[src/rtl/uart_rx_fifo.sv]
// UART receiver with input synchroniser, 3-sample majority vote, parity/framing/break
// detection and a first-word-fall-through receive FIFO.
module uart_rx_fifo #(
  parameter int CLOCKS_PER_BIT = 40,
  parameter int DATA_BITS      = 8,
  parameter int PARITY         = 0,
  parameter int STOP_BITS      = 1,
  parameter int FIFO_DEPTH     = 4
) (
  input  logic                          clock,
  input  logic                          reset,
  input  logic                          uart_data,
  output logic [DATA_BITS-1:0]          rx_data,
  output logic                          rx_parity_err,
  output logic                          rx_frame_err,
  output logic                          rx_valid,
  input  logic                          rx_ready,
  output logic                          overrun,
  output logic                          break_det,
  output logic [$clog2(FIFO_DEPTH):0]   fifo_count
);

  localparam int CW = $clog2(CLOCKS_PER_BIT);
  localparam int AW = $clog2(FIFO_DEPTH);
  localparam int IW = $clog2(DATA_BITS + 1);

  localparam logic [CW-1:0] CNT_LAST = CW'(CLOCKS_PER_BIT - 1);
  localparam logic [CW-1:0] SMP_A    = CW'(CLOCKS_PER_BIT / 2 - 1);
  localparam logic [CW-1:0] SMP_B    = CW'(CLOCKS_PER_BIT / 2);
  localparam logic [CW-1:0] SMP_VOTE = CW'(CLOCKS_PER_BIT / 2 + 1);
  localparam logic [IW-1:0] IDX_LAST = IW'(DATA_BITS);
  localparam logic          STOP_LAST = 1'(STOP_BITS - 1);
  localparam logic          PAR_ODD   = (PARITY == 1);
  localparam logic [AW:0]   CNT_FULL  = (AW + 1)'(FIFO_DEPTH);

  typedef enum logic [2:0] {
    S_IDLE,
    S_START,
    S_DATA,
    S_PARITY,
    S_STOP,
    S_BREAK
  } state_e;

  typedef struct packed {
    logic                 perr;
    logic                 ferr;
    logic [DATA_BITS-1:0] data;
  } entry_t;

  // ---------------------------------------------------------------------------
  // Input synchroniser
  // ---------------------------------------------------------------------------
  logic sync1_q, sync2_q;
  logic line_s;

  always_ff @(posedge clock) begin
    if (reset) begin
      sync1_q <= 1'b1;
      sync2_q <= 1'b1;
    end else begin
      sync1_q <= uart_data;
      sync2_q <= sync1_q;
    end
  end

  assign line_s = sync2_q;

  // ---------------------------------------------------------------------------
  // Receive state machine
  // ---------------------------------------------------------------------------
  state_e               state_q, state_d;
  logic [CW-1:0]        cnt_q, cnt_d;
  logic [1:0]           smp_q, smp_d;
  logic [DATA_BITS-1:0] data_q, data_d;
  logic [IW-1:0]        idx_q, idx_d;
  logic                 stop_idx_q, stop_idx_d;
  logic                 perr_q, perr_d;
  logic                 ferr_q, ferr_d;
  logic                 par_bit_q, par_bit_d;
  logic                 brk_q, brk_d;

  logic   vote;
  logic   at_vote;
  logic   bit_end;
  logic   push;
  entry_t push_entry;

  assign vote    = (smp_q[0] & smp_q[1]) | (smp_q[0] & line_s) | (smp_q[1] & line_s);
  assign at_vote = (cnt_q == SMP_VOTE);
  assign bit_end = (cnt_q == CNT_LAST);

  always_ff @(posedge clock) begin
    if (reset) begin
      state_q    <= S_IDLE;
      cnt_q      <= '0;
      smp_q      <= '0;
      data_q     <= '0;
      idx_q      <= '0;
      stop_idx_q <= 1'b0;
      perr_q     <= 1'b0;
      ferr_q     <= 1'b0;
      par_bit_q  <= 1'b0;
      brk_q      <= 1'b0;
    end else begin
      state_q    <= state_d;
      cnt_q      <= cnt_d;
      smp_q      <= smp_d;
      data_q     <= data_d;
      idx_q      <= idx_d;
      stop_idx_q <= stop_idx_d;
      perr_q     <= perr_d;
      ferr_q     <= ferr_d;
      par_bit_q  <= par_bit_d;
      brk_q      <= brk_d;
    end
  end

  // NOTE: combinational logic uses blocking '=' and assigns every output a default
  // first, so no path leaves a variable unassigned and no latch is inferred.
  always_comb begin
    state_d    = state_q;
    cnt_d      = bit_end ? '0 : cnt_q + CW'(1);
    smp_d      = smp_q;
    data_d     = data_q;
    idx_d      = idx_q;
    stop_idx_d = stop_idx_q;
    perr_d     = perr_q;
    ferr_d     = ferr_q;
    par_bit_d  = par_bit_q;
    brk_d      = 1'b0;
    push       = 1'b0;
    push_entry = '{perr: perr_q, ferr: ferr_q | ~vote, data: data_q};

    if (cnt_q == SMP_A) smp_d[0] = line_s;
    if (cnt_q == SMP_B) smp_d[1] = line_s;

    unique case (state_q)
      S_IDLE: begin
        cnt_d      = '0;
        idx_d      = '0;
        stop_idx_d = 1'b0;
        perr_d     = 1'b0;
        ferr_d     = 1'b0;
        par_bit_d  = 1'b0;
        if (!line_s) state_d = S_START;
      end

      S_START: begin
        if (at_vote && vote) state_d = S_IDLE;
        else if (bit_end)    state_d = S_DATA;
      end

      S_DATA: begin
        if (at_vote) begin
          data_d = {vote, data_q[DATA_BITS-1:1]};
          idx_d  = idx_q + IW'(1);
        end
        if (bit_end && idx_q == IDX_LAST) state_d = (PARITY != 0) ? S_PARITY : S_STOP;
      end

      S_PARITY: begin
        if (at_vote) begin
          par_bit_d = vote;
          perr_d    = ((^data_q) ^ vote) != PAR_ODD;
        end
        if (bit_end) state_d = S_STOP;
      end

      S_STOP: begin
        if (at_vote) begin
          if (!vote) ferr_d = 1'b1;
          // A low line through data, parity and stop is a break, not a character.
          if (stop_idx_q == STOP_LAST) begin
            if ((ferr_q || !vote) && data_q == '0 && !par_bit_q) begin
              brk_d   = 1'b1;
              cnt_d   = '0;
              state_d = S_BREAK;
            end else begin
              push    = 1'b1;
              state_d = S_IDLE;
            end
          end
        end
        if (bit_end) stop_idx_d = 1'b1;
      end

      S_BREAK: begin
        if (!line_s)      cnt_d   = '0;
        else if (bit_end) state_d = S_IDLE;
      end

      default: state_d = S_IDLE;
    endcase
  end

  // ---------------------------------------------------------------------------
  // Receive FIFO (first-word-fall-through)
  // ---------------------------------------------------------------------------
  entry_t        mem_q [FIFO_DEPTH];
  logic [AW-1:0] wr_ptr_q, wr_ptr_d;
  logic [AW-1:0] rd_ptr_q, rd_ptr_d;
  logic [AW:0]   count_q, count_d;
  logic          ovr_q, ovr_d;

  logic   full;
  logic   pop;
  logic   wr_en;
  entry_t head;

  assign full  = (count_q == CNT_FULL);
  assign pop   = rx_valid & rx_ready;
  assign wr_en = push & (~full | pop);

  always_comb begin
    wr_ptr_d = wr_ptr_q;
    rd_ptr_d = rd_ptr_q;
    count_d  = count_q;
    ovr_d    = push & full & ~pop;
    if (wr_en) wr_ptr_d = wr_ptr_q + AW'(1);
    if (pop)   rd_ptr_d = rd_ptr_q + AW'(1);
    if (wr_en && !pop)      count_d = count_q + (AW + 1)'(1);
    else if (!wr_en && pop) count_d = count_q - (AW + 1)'(1);
  end

  always_ff @(posedge clock) begin
    if (reset) begin
      wr_ptr_q <= '0;
      rd_ptr_q <= '0;
      count_q  <= '0;
      ovr_q    <= 1'b0;
    end else begin
      wr_ptr_q <= wr_ptr_d;
      rd_ptr_q <= rd_ptr_d;
      count_q  <= count_d;
      ovr_q    <= ovr_d;
    end
  end

  // NOTE: storage is deliberately not reset; the outputs are gated by rx_valid,
  // so stale contents are never visible and the array can map onto plain RAM.
  always_ff @(posedge clock) begin
    if (wr_en) mem_q[wr_ptr_q] <= push_entry;
  end

  assign head = mem_q[rd_ptr_q];

  assign rx_valid      = (count_q != '0);
  assign rx_data       = rx_valid ? head.data : '0;
  assign rx_parity_err = rx_valid & head.perr;
  assign rx_frame_err  = rx_valid & head.ferr;
  assign overrun       = ovr_q;
  assign break_det     = brk_q;
  assign fifo_count    = count_q;

endmodule

[config.mk]
export PLATFORM = sky130hd
export DESIGN_NAME = uart_rx_fifo
export DESIGN_NICKNAME = d
export VERILOG_FILES = /design/src/rtl/uart_rx_fifo.sv
export SDC_FILE = /design/constraint.sdc
export NUM_CORES = 1
export LEC_CHECK = 0
export BUFFER_PORTS_ARGS = -buffer_cell sky130_fd_sc_hd__buf_2
export CAP_MARGIN = 20
export CORE_UTILIZATION = 45
export CTS_BUF_LIST = sky130_fd_sc_hd__clkbuf_8
export DETAILED_ROUTE_END_ITERATION = 6
export RECOVER_POWER = 100
export SYNTH_ARGS = -nofsm -noshare
export SYNTH_HDL_FRONTEND = slang
export SYNTH_SLANG_ARGS = --single-unit
[constraint.sdc]
create_clock -name clock -period 2.15 [get_ports clock]
set_input_delay 0.43 -clock clock [delete_from_list [all_inputs] [get_ports clock]]
set_output_delay 0.43 -clock clock [all_outputs]
set_load 0.01 [all_outputs]
Word level (Yosys, flattened, before mapping)
Memory sizes are Yosys's and may differ from the RTL's. A register that Yosys moved wholly into a read port is not among the register bits.
Index checks and enable logic that the tools add are counted.
{"block": "word_totals", "register_bits": 38, "latch_bits": 0, "ram_bits": 40, "mem_bits_ro": 0, "in_bits": 4, "out_inout_bits": 16, "word_cells": 132, "n_memories": 1}
{"block": "classes", "addsub": 6, "mul": 0, "div_mod_pow": 0, "n_lt_le_gt_ge": 0, "eq_ne": 23, "shift": 0, "mux": 40, "bitwise_logic": 19, "n_reduce_logical": 26}
{"name": "mem_q", "depth": 4, "width": 10, "rd": 1, "rd_clocked_by_memory_dff": 1, "wr": 1, "line": "200", "source": "entry_t mem_q [FIFO_DEPTH];"}
{"operator": "$mux 3", "n": 12}
{"operator": "$mux 6", "n": 5}
{"operator": "$ne 2x2->1 const B", "n": 11}
{"operator": "$eq 6x5->1 const B", "n": 3}
{"operator": "$pmux 3 s6", "n": 1}
{"operator": "$pmux 6 s3", "n": 1}
{"operator": "$mux 1", "n": 12}
{"operator": "$and 1x1->1", "n": 9}
{"operator": "$eq 3x3->1 const B", "n": 3}
{"operator": "$logic_not 8->1", "n": 1}
{"operator": "$mux 8", "n": 1}
{"operator": "$pmux 1 s2", "n": 4}
{"operator": "$pmux 4 s2", "n": 1}
{"operator": "$reduce_and 2->1", "n": 4}
{"operator": "$reduce_and 8->1", "n": 1}
{"operator": "$reduce_bool 2->1", "n": 4}
{"operator": "$reduce_xor 8->1", "n": 1}
{"operator": "$add 6x1->6 const B", "n": 1}
{"operator": "$eq 3x2->1 const B", "n": 2}
{"operator": "$eq 6x6->1 const B", "n": 1}
{"operator": "$logic_and 1x1->1", "n": 6}
{"operator": "$not 1->1", "n": 5}
{"operator": "$add 2x1->2 const B", "n": 2}
{"operator": "$add 4x1->4 const B", "n": 1}
{"operator": "15 further kinds", "n": 22}

Depth between registers and ports, before layout
{"block": "logic_depth", "word_depth": 16, "mapped_depth": 12}

Worst setup path after synthesis
No wires, ideal clock.
{"block": "synth_path", "path_type": "flip-flop to flip-flop", "start": "reg cnt_q[0]", "end": "reg count_q[2] (netlist: fifo_count[2])", "setup_time_ns": 0.071, "arrival_ns": 2.337, "t_required_ns": 2.079, "path_slack_ns": -0.257, "stages_incl_launch_ff": 12, "n_path_buf": 2, "period_less_slack_ns": 2.407, "cell_sequence": "dfxtp_1 -> ha_1 -> buf_2 -> and4b_1 -> and4_1 -> buf_6 -> ha_1 -> inv_1 -> fa_1 -> xor2_1 -> or3_1 -> a21oi_1"}
{"block": "synth_via", "elab_chain_len": 7}
{"item": "start, declared", "line": "73", "source": "logic [CW-1:0] cnt_q, cnt_d;"}
{"item": "start signal, assigned", "line": "107", "source": "cnt_q <= cnt_d;"}
{"item": "$eq 6x5->1 *", "line": "90", "source": "assign at_vote = (cnt_q == SMP_VOTE);"}
{"item": "$mux 1 *", "line": "171", "source": "if (at_vote) begin"}
{"item": "$mux 1 *", "line": "138", "source": "unique case (state_q)"}
{"item": "$and 1x1->1 *", "line": "213", "source": "assign wr_en = push & (~full | pop);"}
{"item": "net wr_en", "line": "208", "source": "logic wr_en;"}
{"item": "$logic_not 1->1", "line": "223", "source": "else if (!wr_en && pop) count_d = count_q - (AW + 1)'(1);"}
{"item": "$logic_and 1x1->1", "line": "223"}
{"item": "$reduce_bool 2->1 (no source line)"}
{"item": "end signal, assigned", "line": "235", "source": "count_q <= count_d;"}
{"item": "end, declared", "line": "203", "source": "logic [AW:0] count_q, count_d;"}
The timed path passes the listed nets; every way through them passes the cells marked *.
A chain may end at the register's enable or synchronous reset.

Final worst setup path
{"block": "layout_path", "start": "reg data_q[5]", "end": "reg count_q[2] (netlist: fifo_count[2])"}
{"block": "layout_via", "elab_chain_len": 11}
{"item": "start, declared", "line": "75", "source": "logic [DATA_BITS-1:0] data_q, data_d;"}
{"item": "start signal, assigned", "line": "109", "source": "data_q <= data_d;"}
{"item": "$logic_not 8->1 *", "line": "175", "source": "if ((ferr_q || !vote) && data_q == '0 && !par_bit_q) begin"}
{"item": "$logic_and 1x1->1 * (2 in series)", "line": "175"}
{"item": "$mux 1 *", "line": "175"}
{"item": "$mux 1 *", "line": "174", "source": "if (stop_idx_q == STOP_LAST) begin"}
{"item": "$mux 1 *", "line": "171"}
{"item": "$mux 1 *", "line": "138"}
{"item": "$and 1x1->1 *", "line": "213"}
{"item": "$logic_not 1->1", "line": "223"}
{"item": "$logic_and 1x1->1", "line": "223"}
{"item": "$reduce_bool 2->1 (no source line)"}
Every way passes the cells marked *; elsewhere a longest branch is shown, timed or not.

==> impl_results.md <==
- Number of synthesized register bits: 80
- R2R Path End: fifo_count[2]
- Area growth, synth to finish: 19.2%
- Fin nets: 374
- Clock Skew: around 5.6 ps
- Storage cell area: 2020 sq um
- Worst Reg2Reg Path Length in Cells: 11
- Die ar.: between 8000 and 9000 sq um
- Gr ovfl total: 0
- Final instance area: 4260 sq um
- Worst EP required: 2440 ps
- Iteration count of the initial detailed-routing pass: 4
- CTS tree: built
- Pre-CTS setup slack: -129 ps
- Capture point of the critical path: fifo_count[2]
- H-tree Lvls: 3
- Via/cell ratio: 5.15
- Failing checks: setup timing
- Class of the worst hold path: in2reg
- Top Ports: 20
- Fmax achieved: ~450 MHz
- Final Hold Fails: 0
- Layout cells sized above 1: roughly a third
- Main synth FF type: edfxtp_1
- Outcome: finished, violations left
- Max Cap Violations: 0
- Die height: 91.1 um
- Largest net degree at the start of global routing: 32
- RSZ-0062 raised after global routing: true
- 1st-iter DRT viols: 50
- CP startpoint kind: flop
- Sequential element share of the synthesized area: between 50 and 60%
- Crit Path Class: reg2reg
- CTS Buffer Depth: 2
- Area leader, netlist: edfxtp_1
- Library cells used by synthesis: between 50 and 60
- Placer Congestion: 0.810
- Max VDD drop: roughly 0.46 mV
- All-Layer GR Usage: 18.0%
- Worst setup path startpoint: data_q[5]
- Core area: 7690 sq um
- CTS buffer count: 9
- Share of Yosys cell area claimed by the top area cell type: 33.6%
- Area of the multi-input gates: 1520 sq um
- WP data arrival: 2540 ps
- Cells after Synth: approximately 300
- Antenna Violating Nets Remaining: 0
- Fin worst setup slack: -96.4 ps
- Hold-fix buffers, CTS: 0
- Vias in the first global route: about 2,400
- Crit-path max FO: 2
- Syn nets: 324
- Placement Cell Area: 4020 sq um
- Routed WL per cell: 14.6 um
- Synth Cell Area: 3580 sq um
- IO Port Bufs: 19
- R2R setup slack: -100 ps
- Initial core utilization: between 40% and 50%
- Power Dens Cells: between 700 and 800 nW/um^2
- Final setup viols: 1
- WL final: between 6 and 7 mm
- Clock-pin slew on the worst setup and hold paths: about 80 ps
- First-pass GRT wire length: 11.5 mm
- Drt drc: 0
- Setup crit end kind: flop
- Hpwl dp: 4.69 mm
- R2r startpoint: data_q[5]
- Yosys warnings: 0
- CTS sink count: 80
- Die width: approximately 91 um
- Initial antenna violation count: 0
- Vias: 2,380
- Share of synthesized registers carrying an async set or reset: 0%
- Final Cycle Share: 104%
- Syn Area/Cell: about 12 sq um
- Slew @ Worst Pin: 588 ps
- Crit path time final: roughly 2200 ps
- Fillers: 707
- Number of synthesized flops with an enable pin: 40
- Row cnt: 32
- Max Slew Vio Count: 0
- Leakage: 0.00156 uW
- Worst slew margin: 60.8%
- Ant. Diodes: 0
- Synth area leaders: edfxtp_1 (34%), dfxtp_1 (22%), mux4_2 (6.3%)
- Worst-Skew Late Latency: 360 ps
- CTS root buffer: clkbuf_8
[state kept, by name, indices dropped and copies added, names as in the netlist, 2 cells and up, named ones only]
| name | count |
|---|---|
| wr_ptr_q | 2 |
| data_q | 8 |
| state_q | 3 |
| cnt_q | 6 |
| mem_q | 40 |
| smp_q | 2 |
| idx_q | 4 |
| rd_ptr_q | 2 |
| fifo_count | 3 |
[worst min-delay path by stage]
stage                         start      end  slack [ps]  cells after the start
after floorplan             sync1_q   line_s         390                      1
after global placement      sync1_q   line_s         400                      1
after CTS                 uart_data  sync1_q         240                      2
final                     uart_data  sync1_q         250                      2
after detailed placement    sync1_q   line_s         400                      1
after global routing      uart_data  sync1_q         240                      2
[Yosys cell counts (all sizes together) (2+ instances only)]
| cell type | instances |
|---|---|
| buf | 7 |
| o21ai | 6 |
| or3 | 4 |
| nor3 | 3 |
| nand3 | 8 |
| mux2i | 4 |
| or2 | 3 |
| mux4 | 10 |
| xnor2 | 7 |
| and4bb | 2 |
| edfxtp | 40 |
| xor2 | 7 |
| ha | 14 |
| nand4 | 6 |
| and3 | 2 |
| and2 | 14 |
| nor2 | 37 |
| inv | 19 |
| a31oi | 2 |
| nand2 | 14 |
| a21oi | 23 |
| dfxtp | 40 |
| clkbuf | 6 |
| nand2b | 3 |
| and3b | 2 |
[stage by stage]
stage	std cells	power (uW)	hold slack, ps	util [%]	setup TNS, ps
after global routing	462	3470	240	55.4	-240
final	462	3310	247	55.4	-96.4
after detailed placement	445	2200	396	52.3	-235
after global placement	445	2200	397	52.3	-153
after floorplan	305	2050	389	-	-176
after CTS	461	3330	235	55.2	-87.9
[kinds of logic (layout without fill, tap and decap cells)]
kind of cell             Yosys count  after routing  synth area share, %
adder cells (fa/ha/maj)           16             16                 5.77
AND/OR/NAND/NOR                  107            107                 16.2
multiplexers                      14             14                 7.42
flip-flops                        80             80                 56.0
XOR/XNOR                          14             14                 3.43
AO/OA/AOI/OAI                     42             42                 7.42
buffers and inverters             32             87                 3.78
[placed cells by master, fill, tap and decap left out, drive strengths merged, types with 8 or more instances in the layout]
cell / netlist / routed
ha: 14 / 14
inv: 19 / 21
edfxtp: 40 / 40
dfxtp: 40 / 40
nor2: 37 / 37
buf: 7 / 40
clkbuf: 6 / 21
and2: 14 / 14
mux4: 10 / 10
nand2: 14 / 14
nand3: 8 / 8
a21oi: 23 / 23
[what timing repair did]
| item | CTS | global route |
|---|---|---|
| setup endpoints to repair | 12 | 47 |
| setup buffers | 0 | 1 |
| pin swaps | 1 | 0 |
| gates resized for setup | 10 | 16 |
[per-layer routing]
layer  share of wire (%)  wire [um]  global-route usage (%)
met2                  50       3380                    30.7
met3                 2.5        171                    4.52
met1                  46       3080                    21.8
met4                 1.5        101                    7.01
met5                   0          0                       0
[layout make-up]
type	count	share of cell area (%)
sequential	80	47.4
multi-input combinational	193	35.7
timing repair buffer	52	7.55
tap	102	2.99
clock buffer	9	2.91
clock inverter	7	1.85
inverter	19	1.67
[power breakdown]
part	internal, uW	switching, uW	total (uW)
clock network	548	589	1140
logic	202	331	533
registers	1620	19.5	1640
[critical path, stage by stage (launching register included)]
cell	delay (ps)
dfxtp_1	340
inv_2	40
ha_2	160
nand4_1	120
a211o_1	150
and4_4	240
ha_4	130
inv_2	40
fa_2	370
xor2_1	150
or3_1	300
a21oi_1	120
(Power assumes the default switching activity.)
